`config.mk`:
```
export PLATFORM = sky130hd
export DESIGN_NAME = divu_sequencer
export DESIGN_NICKNAME = d
export VERILOG_FILES = /design/src/rtl/divu_sequencer.sv
export SDC_FILE = /design/constraint.sdc
export NUM_CORES = 1
export LEC_CHECK = 0
export CORE_UTILIZATION = 30
export CTS_BUF_LIST = sky130_fd_sc_hd__clkbuf_16
export DETAILED_ROUTE_END_ITERATION = 6
export GPL_TIMING_DRIVEN = 0
export SLEW_MARGIN = 20
export SYNTH_ARGS = -nofsm -noshare
export SYNTH_HDL_FRONTEND = slang
export SYNTH_SLANG_ARGS = --single-unit
```
`constraint.sdc`:
```
create_clock -name clk -period 5.48 [get_ports clk]
set_input_delay 1.644 -clock clk [delete_from_list [all_inputs] [get_ports clk]]
set_output_delay 1.644 -clock clk [all_outputs]
set_load 0.01 [all_outputs]
```
`src/rtl/divu_sequencer.sv`:
```
// divu_sequencer
//   Multi-cycle HI/LO unit for an in-order pipeline. It computes an unsigned
//   32-bit divide (DIVU) with a restoring shift-subtract loop, one quotient bit
//   per cycle. The results go into the architectural HI (remainder) and LO
//   (quotient) registers. While an operation is in flight it asks the pipeline
//   to hold any instruction that needs HI/LO or that issues another operation.
//
//   Timing: the operation is accepted in the IDLE cycle. After that come 32
//   RUN cycles and one DONE cycle. done is high 33 cycles after the accepting
//   cycle, and the earliest next accept comes one cycle after DONE.
//   A divide by zero skips RUN and goes straight to DONE.
//
//   Optional feature (compile-time macro DIVU_SEQUENCER_MULTU_EN):
//     Adds MULTU, a 32-step shift-add multiply with the same latency.
//     It writes {HI,LO} = srca * srcb. Without the macro, a request with
//     op_mul=1 is ignored.
//
// Ports
//   clk       in   clock, rising edge
//   reset     in   synchronous, active-high
//   op_valid  in   start request (IDLE only; ignored while busy)
//   op_mul    in   0 = DIVU, 1 = MULTU (sampled with op_valid)
//   srca      in   32  dividend / multiplicand
//   srcb      in   32  divisor / multiplier
//   rd_req    in   MFHI/MFLO in execute
//   rd_sel    in   0 = LO, 1 = HI
//   rd_data   out  32  selected HI/LO, combinational from the registers
//   busy      out  high in RUN and DONE
//   stall     out  busy & (rd_req | op_valid)
//   done      out  one-cycle pulse in the cycle after HI/LO take a result
//   dz        out  sticky: last DIVU had a zero divisor
module divu_sequencer (
  input  logic        clk,
  input  logic        reset,
  input  logic        op_valid,
  input  logic        op_mul,
  input  logic [31:0] srca,
  input  logic [31:0] srcb,
  input  logic        rd_req,
  input  logic        rd_sel,
  output logic [31:0] rd_data,
  output logic        busy,
  output logic        stall,
  output logic        done,
  output logic        dz
);

  typedef enum logic [1:0] {
    IDLE = 2'd0,
    RUN  = 2'd1,
    DONE = 2'd2
  } state_t;

  state_t      state, state_nxt;
  logic [5:0]  cnt;
  logic [31:0] hi, lo;
  logic        dz_r;

  // Working registers. They are written only on accept and during RUN, and
  // they are never re-sampled from the ports mid-operation.
  //   rem : partial remainder (DIVU) or upper product accumulator (MULTU)
  //   quo : dividend shifting into quotient, or multiplier shifting into
  //         the low product word
  //   dvs : divisor or multiplicand
  logic [31:0] rem, quo, dvs;
  logic [31:0] rem_nxt, quo_nxt;

  logic        accept;
  logic        zero_div;
  logic        last_step;

  // One restoring division step. The 33-bit trial value {rem, next dividend
  // bit} is compared against the divisor by subtracting. A borrow out of
  // bit 32 means "does not fit", and then the shifted value is kept.
  function automatic logic [63:0] div_step(input logic [31:0] r,
                                           input logic [31:0] q,
                                           input logic [31:0] d);
    logic [32:0] r_sh;
    logic [32:0] diff;
    r_sh = {r, q[31]};
    diff = r_sh - {1'b0, d};
    if (!diff[32])
      div_step = {diff[31:0], q[30:0], 1'b1};
    else
      div_step = {r_sh[31:0], q[30:0], 1'b0};
  endfunction

`ifdef DIVU_SEQUENCER_MULTU_EN
  logic mul_r;

  // One shift-add multiply step. The multiplicand is added when the
  // multiplier LSB is set, and then the 65-bit {carry, acc, mq} shifts right.
  // After 32 steps acc holds the high word and mq holds the low word.
  function automatic logic [63:0] mul_step(input logic [31:0] acc,
                                           input logic [31:0] mq,
                                           input logic [31:0] d);
    logic [32:0] sum;
    sum = {1'b0, acc} + (mq[0] ? {1'b0, d} : 33'd0);
    mul_step = {sum[32:1], sum[0], mq[31:1]};
  endfunction

  assign accept = (state == IDLE) && op_valid;
  assign zero_div = accept && !op_mul && (srcb == 32'd0);

  always_comb begin
    if (mul_r)
      {rem_nxt, quo_nxt} = mul_step(rem, quo, dvs);
    else
      {rem_nxt, quo_nxt} = div_step(rem, quo, dvs);
  end
`else
  // Without multiply support, a multiply request does not count as a request.
  assign accept = (state == IDLE) && op_valid && !op_mul;
  assign zero_div = accept && (srcb == 32'd0);

  always_comb begin
    {rem_nxt, quo_nxt} = div_step(rem, quo, dvs);
  end
`endif

  assign last_step = (state == RUN) && (cnt == 6'd31);

  // Next-state logic
  always_comb begin
    state_nxt = state;
    case (state)
      IDLE: begin
        if (accept)
          state_nxt = zero_div ? DONE : RUN;
      end
      RUN: begin
        if (cnt == 6'd31)
          state_nxt = DONE;
      end
      DONE:    state_nxt = IDLE;
      default: state_nxt = IDLE;
    endcase
  end

  // Control: state, step counter, and the architectural HI/LO/dz registers
  always_ff @(posedge clk) begin
    if (reset) begin
      state <= IDLE;
      cnt   <= 6'd0;
      hi    <= 32'd0;
      lo    <= 32'd0;
      dz_r  <= 1'b0;
    end else begin
      state <= state_nxt;
      if (accept)
        cnt <= 6'd0;
      else if (state == RUN)
        cnt <= cnt + 6'd1;

      if (zero_div) begin
        hi   <= srca;
        lo   <= 32'hFFFF_FFFF;
        dz_r <= 1'b1;
      end else if (last_step) begin
        // The final step's results go straight into HI/LO, so the new value
        // is already visible in the DONE cycle.
        hi <= rem_nxt;
        lo <= quo_nxt;
`ifdef DIVU_SEQUENCER_MULTU_EN
        if (!mul_r)
          dz_r <= 1'b0;
`else
        dz_r <= 1'b0;
`endif
      end
    end
  end

  // Datapath: operand latch on accept, one iteration per RUN cycle
  always_ff @(posedge clk) begin
    if (accept) begin
      rem <= 32'd0;
      quo <= srca;
      dvs <= srcb;
`ifdef DIVU_SEQUENCER_MULTU_EN
      mul_r <= op_mul;
`endif
    end else if (state == RUN) begin
      rem <= rem_nxt;
      quo <= quo_nxt;
    end
  end

  // The status outputs are also forced low by reset in the same cycle. This
  // way a reset during DONE cannot show a done pulse for an aborted operation.
  assign busy    = (state != IDLE) && !reset;
  assign done    = (state == DONE) && !reset;
  assign stall   = busy && (rd_req || op_valid);
  assign rd_data = rd_sel ? hi : lo;
  assign dz      = dz_r;

endmodule

```
==> impl_results.md <==
* Status: complete, no violations
* Hold slack at 0.487 ns
* Skew-Pair Late Insertion Delay at 0.44 ns
* Die X at 174 um
* Clock buffer count from CTS at 17
* Crit start category: input pin
* Reg area at 4020 um^2
* Fin crit share at 0.970
* Netlist cell types at 66
* Core area at 28900 um^2
* Avg Inst Size Synth at 8.93 um^2
* Fmax at 188 MHz
* Avg Vias per Cell at 5.29
* Layout Area Growth over Synthesis at 24.1%
* Compound-Gate Fraction of Synth Area at 0.172
* Synth Flop Type: dfxtp_1
* Vias at 7993
* Port Buffers at 104
* Fin area at 11000 um^2
* # rows at 62
* First-pass GRT wire length at 42500 um
* Syn_nets at 1094
* Mux cell area share after synthesis at 0.0475
* P per Cell Area at 260 nW/um^2
* CTS H-Tree Depth at 4
* 1st-pass router iterations at 5
* Fin nets at 1219
* Critical path arrival at 3.67 ns
* Final setup vio count at 0
* Asr flop ratio synth at 0
* Die area at 30200 um^2
* Synth Area in Adders at 0.0490
* Global placement routability congestion at 0.857
* Initial core utilization at 0.306
* Combinational family with the most area after synthesis: simple AND/OR/NAND/NOR gates
* Crit-path max FO at 10
* Hold Vio Cnt, Final at 0
* Largest net degree at the start of global routing at 29
* Critical path data required time at 3.84 ns
* Util after Layout at 0.380
* Root buf cell: clkbuf_16
* IO Count at 106
* Area of the multi-input gates at 4410 um^2
* CTS Sinks at 169
* CTS clk-pin slew, worst paths at 0.07 ns
* Synth Area in XOR/XNOR at 0.0317
* Initial DRC count at 619
* Final Critical Period at 5.32 ns
* Hold Crit Class: reg -> reg
* Non-Filler Instances at 1512
* Diode count at 0
* Remaining DRCs at 0
* Layout cell share with drive strength beyond 1 at 0.0807
* CTS Buffer Depth at 2
* Unrepaired setup endpoints after global routing: no
* Max-Cap Viols at 0
* Leakage at 4.22 nW
* CTS tree: built
* Most common cell after layout, fill and taps aside: nand2_1
* Total grt overflow at 0
* Die height at 174 um
* CP Class: in -> out
* Synth Area in Simple Gates at 0.198
* Slew headroom at 0.395
* Post-DP HPWL at 20900 um
* Wirelength, routed at 27300 um
* Final slew viol count at 0
* Worst slew pin tran at 0.899 ns
* Final Skew at 0.0152 ns
* Vias in the first global route at 7581
* Fillers at 2984
* #FFs+latches synth at 169
* Placed Cells at 1480
* Most frequent cells in the layout: 155 x nand2_1, 105 x dfxtp_1, 104 x clkdlybuf4s50_1
* IR drop worst, VDD at 0.204 mV
* Ys Warns at 0
* Mapped Cells at 990
* Initial antenna violation count at 0
* Register area share after synthesis at 0.455
* Placed cell area at 10400 um^2
* Worst setup EP type: output port
* Total GRT Usage at 0.182
* Antenna Nets Post-Route at 0
* Routed len/inst at 18.0 um
* Number of flops mapped to enable cells by yosys at 64
* Mapped Area at 8840 um^2
==> timing repair <==
| action | in CTS | in global routing |
|---|---|---|
| hold buffers | 0 | 0 |
| buffers inserted | 0 | 0 |
| endpoints found under the setup margin | 1 | 1 |
| resized for setup | 1 | 2 |
==> cells in the mapped netlist (all sizes together) (29+ instances only) <==
library cell  instances  share of area
nor3                 69          0.040
a22oi                29          0.025
nand2               156          0.066
inv                  40          0.017
edfxtp               64           0.22
o21ai                46          0.026
mux2                 32          0.041
clkbuf               46          0.020
nor2                 81          0.034
dfxtp               105           0.24
ha                   33          0.047
a21oi                58          0.033
==> critical path, stage by stage <==
cell and delay (ns):
clkdlybuf4s50_1 0.53, clkbuf_2 0.29, buf_2 0.27, nor3b_1 0.33, clkdlybuf4s50_1 0.60
==> flip-flops by register name, indices dropped and copies added (netlist names) <==
register,cells
state,2
rem,32
dz,1
dvs,32
quo,32
hi,32
cnt,6
lo,32
==> worst paths after layout <==
path / slack, ns / from / endpoint / depth (start not counted)
min: 0.49 / state[1] / state[1] / 1
min reg2reg: 0.49 / state[1] / state[1] / 1
max: 0.16 / reset / done / 5
max reg2reg: 1.68 / dvs[0] / hi[20] / 12
==> power by group <==
| group | internal (mW) | leakage, nW | switching, mW |
|---|---|---|---|
| Clock | 0.635 | 0.268 | 0.560 |
| Combinational | 0.114 | 2.50 | 0.163 |
| Sequential | 1.35 | 1.45 | 0.0218 |
==> layout make-up <==
class	count	area share
Multi-Input combinational cell	719	0.402
Sequential cell	169	0.367
Timing Repair Buffer	106	0.0985
Tap cell	384	0.0438
Clock buffer	17	0.0388
Buffer	62	0.0244
Inverter	40	0.0137
Clock inverter	15	0.0125
==> layer usage <==
| layer | up-vias | global-route usage | routed length, um |
|---|---|---|---|
| met4 | 0 | 0.0450 | 408 |
| met5 | - | 0 | 0 |
| li1 | 3813 | - | - |
| met3 | 23 | 0.0351 | 1580 |
| met1 | 3897 | 0.247 | 12600 |
| met2 | 260 | 0.297 | 12700 |
==> stage by stage <==
| stage | TNS [ns] | power [mW] | setup WS [ns] |
|---|---|---|---|
| after global routing | 0 | 2.94 | 0.0384 |
| final | 0 | 2.85 | 0.163 |
| after CTS | 0 | 2.86 | 0.0489 |
| after detailed placement | -0.0720 | 1.68 | -0.0720 |
| after global placement | -0.0869 | 1.67 | -0.0869 |
| after floorplan | 0 | 1.55 | 1.28 |
==> cells by family (layout without fill, tap and decap cells) <==
logic type	after synthesis	after routing
simple gates	385	385
compound gates	230	230
flops	169	169
buf+inv	102	240
mux	38	38
fa+ha+maj	34	34
xor+xnor	32	32
(Power assumes the default switching activity.)
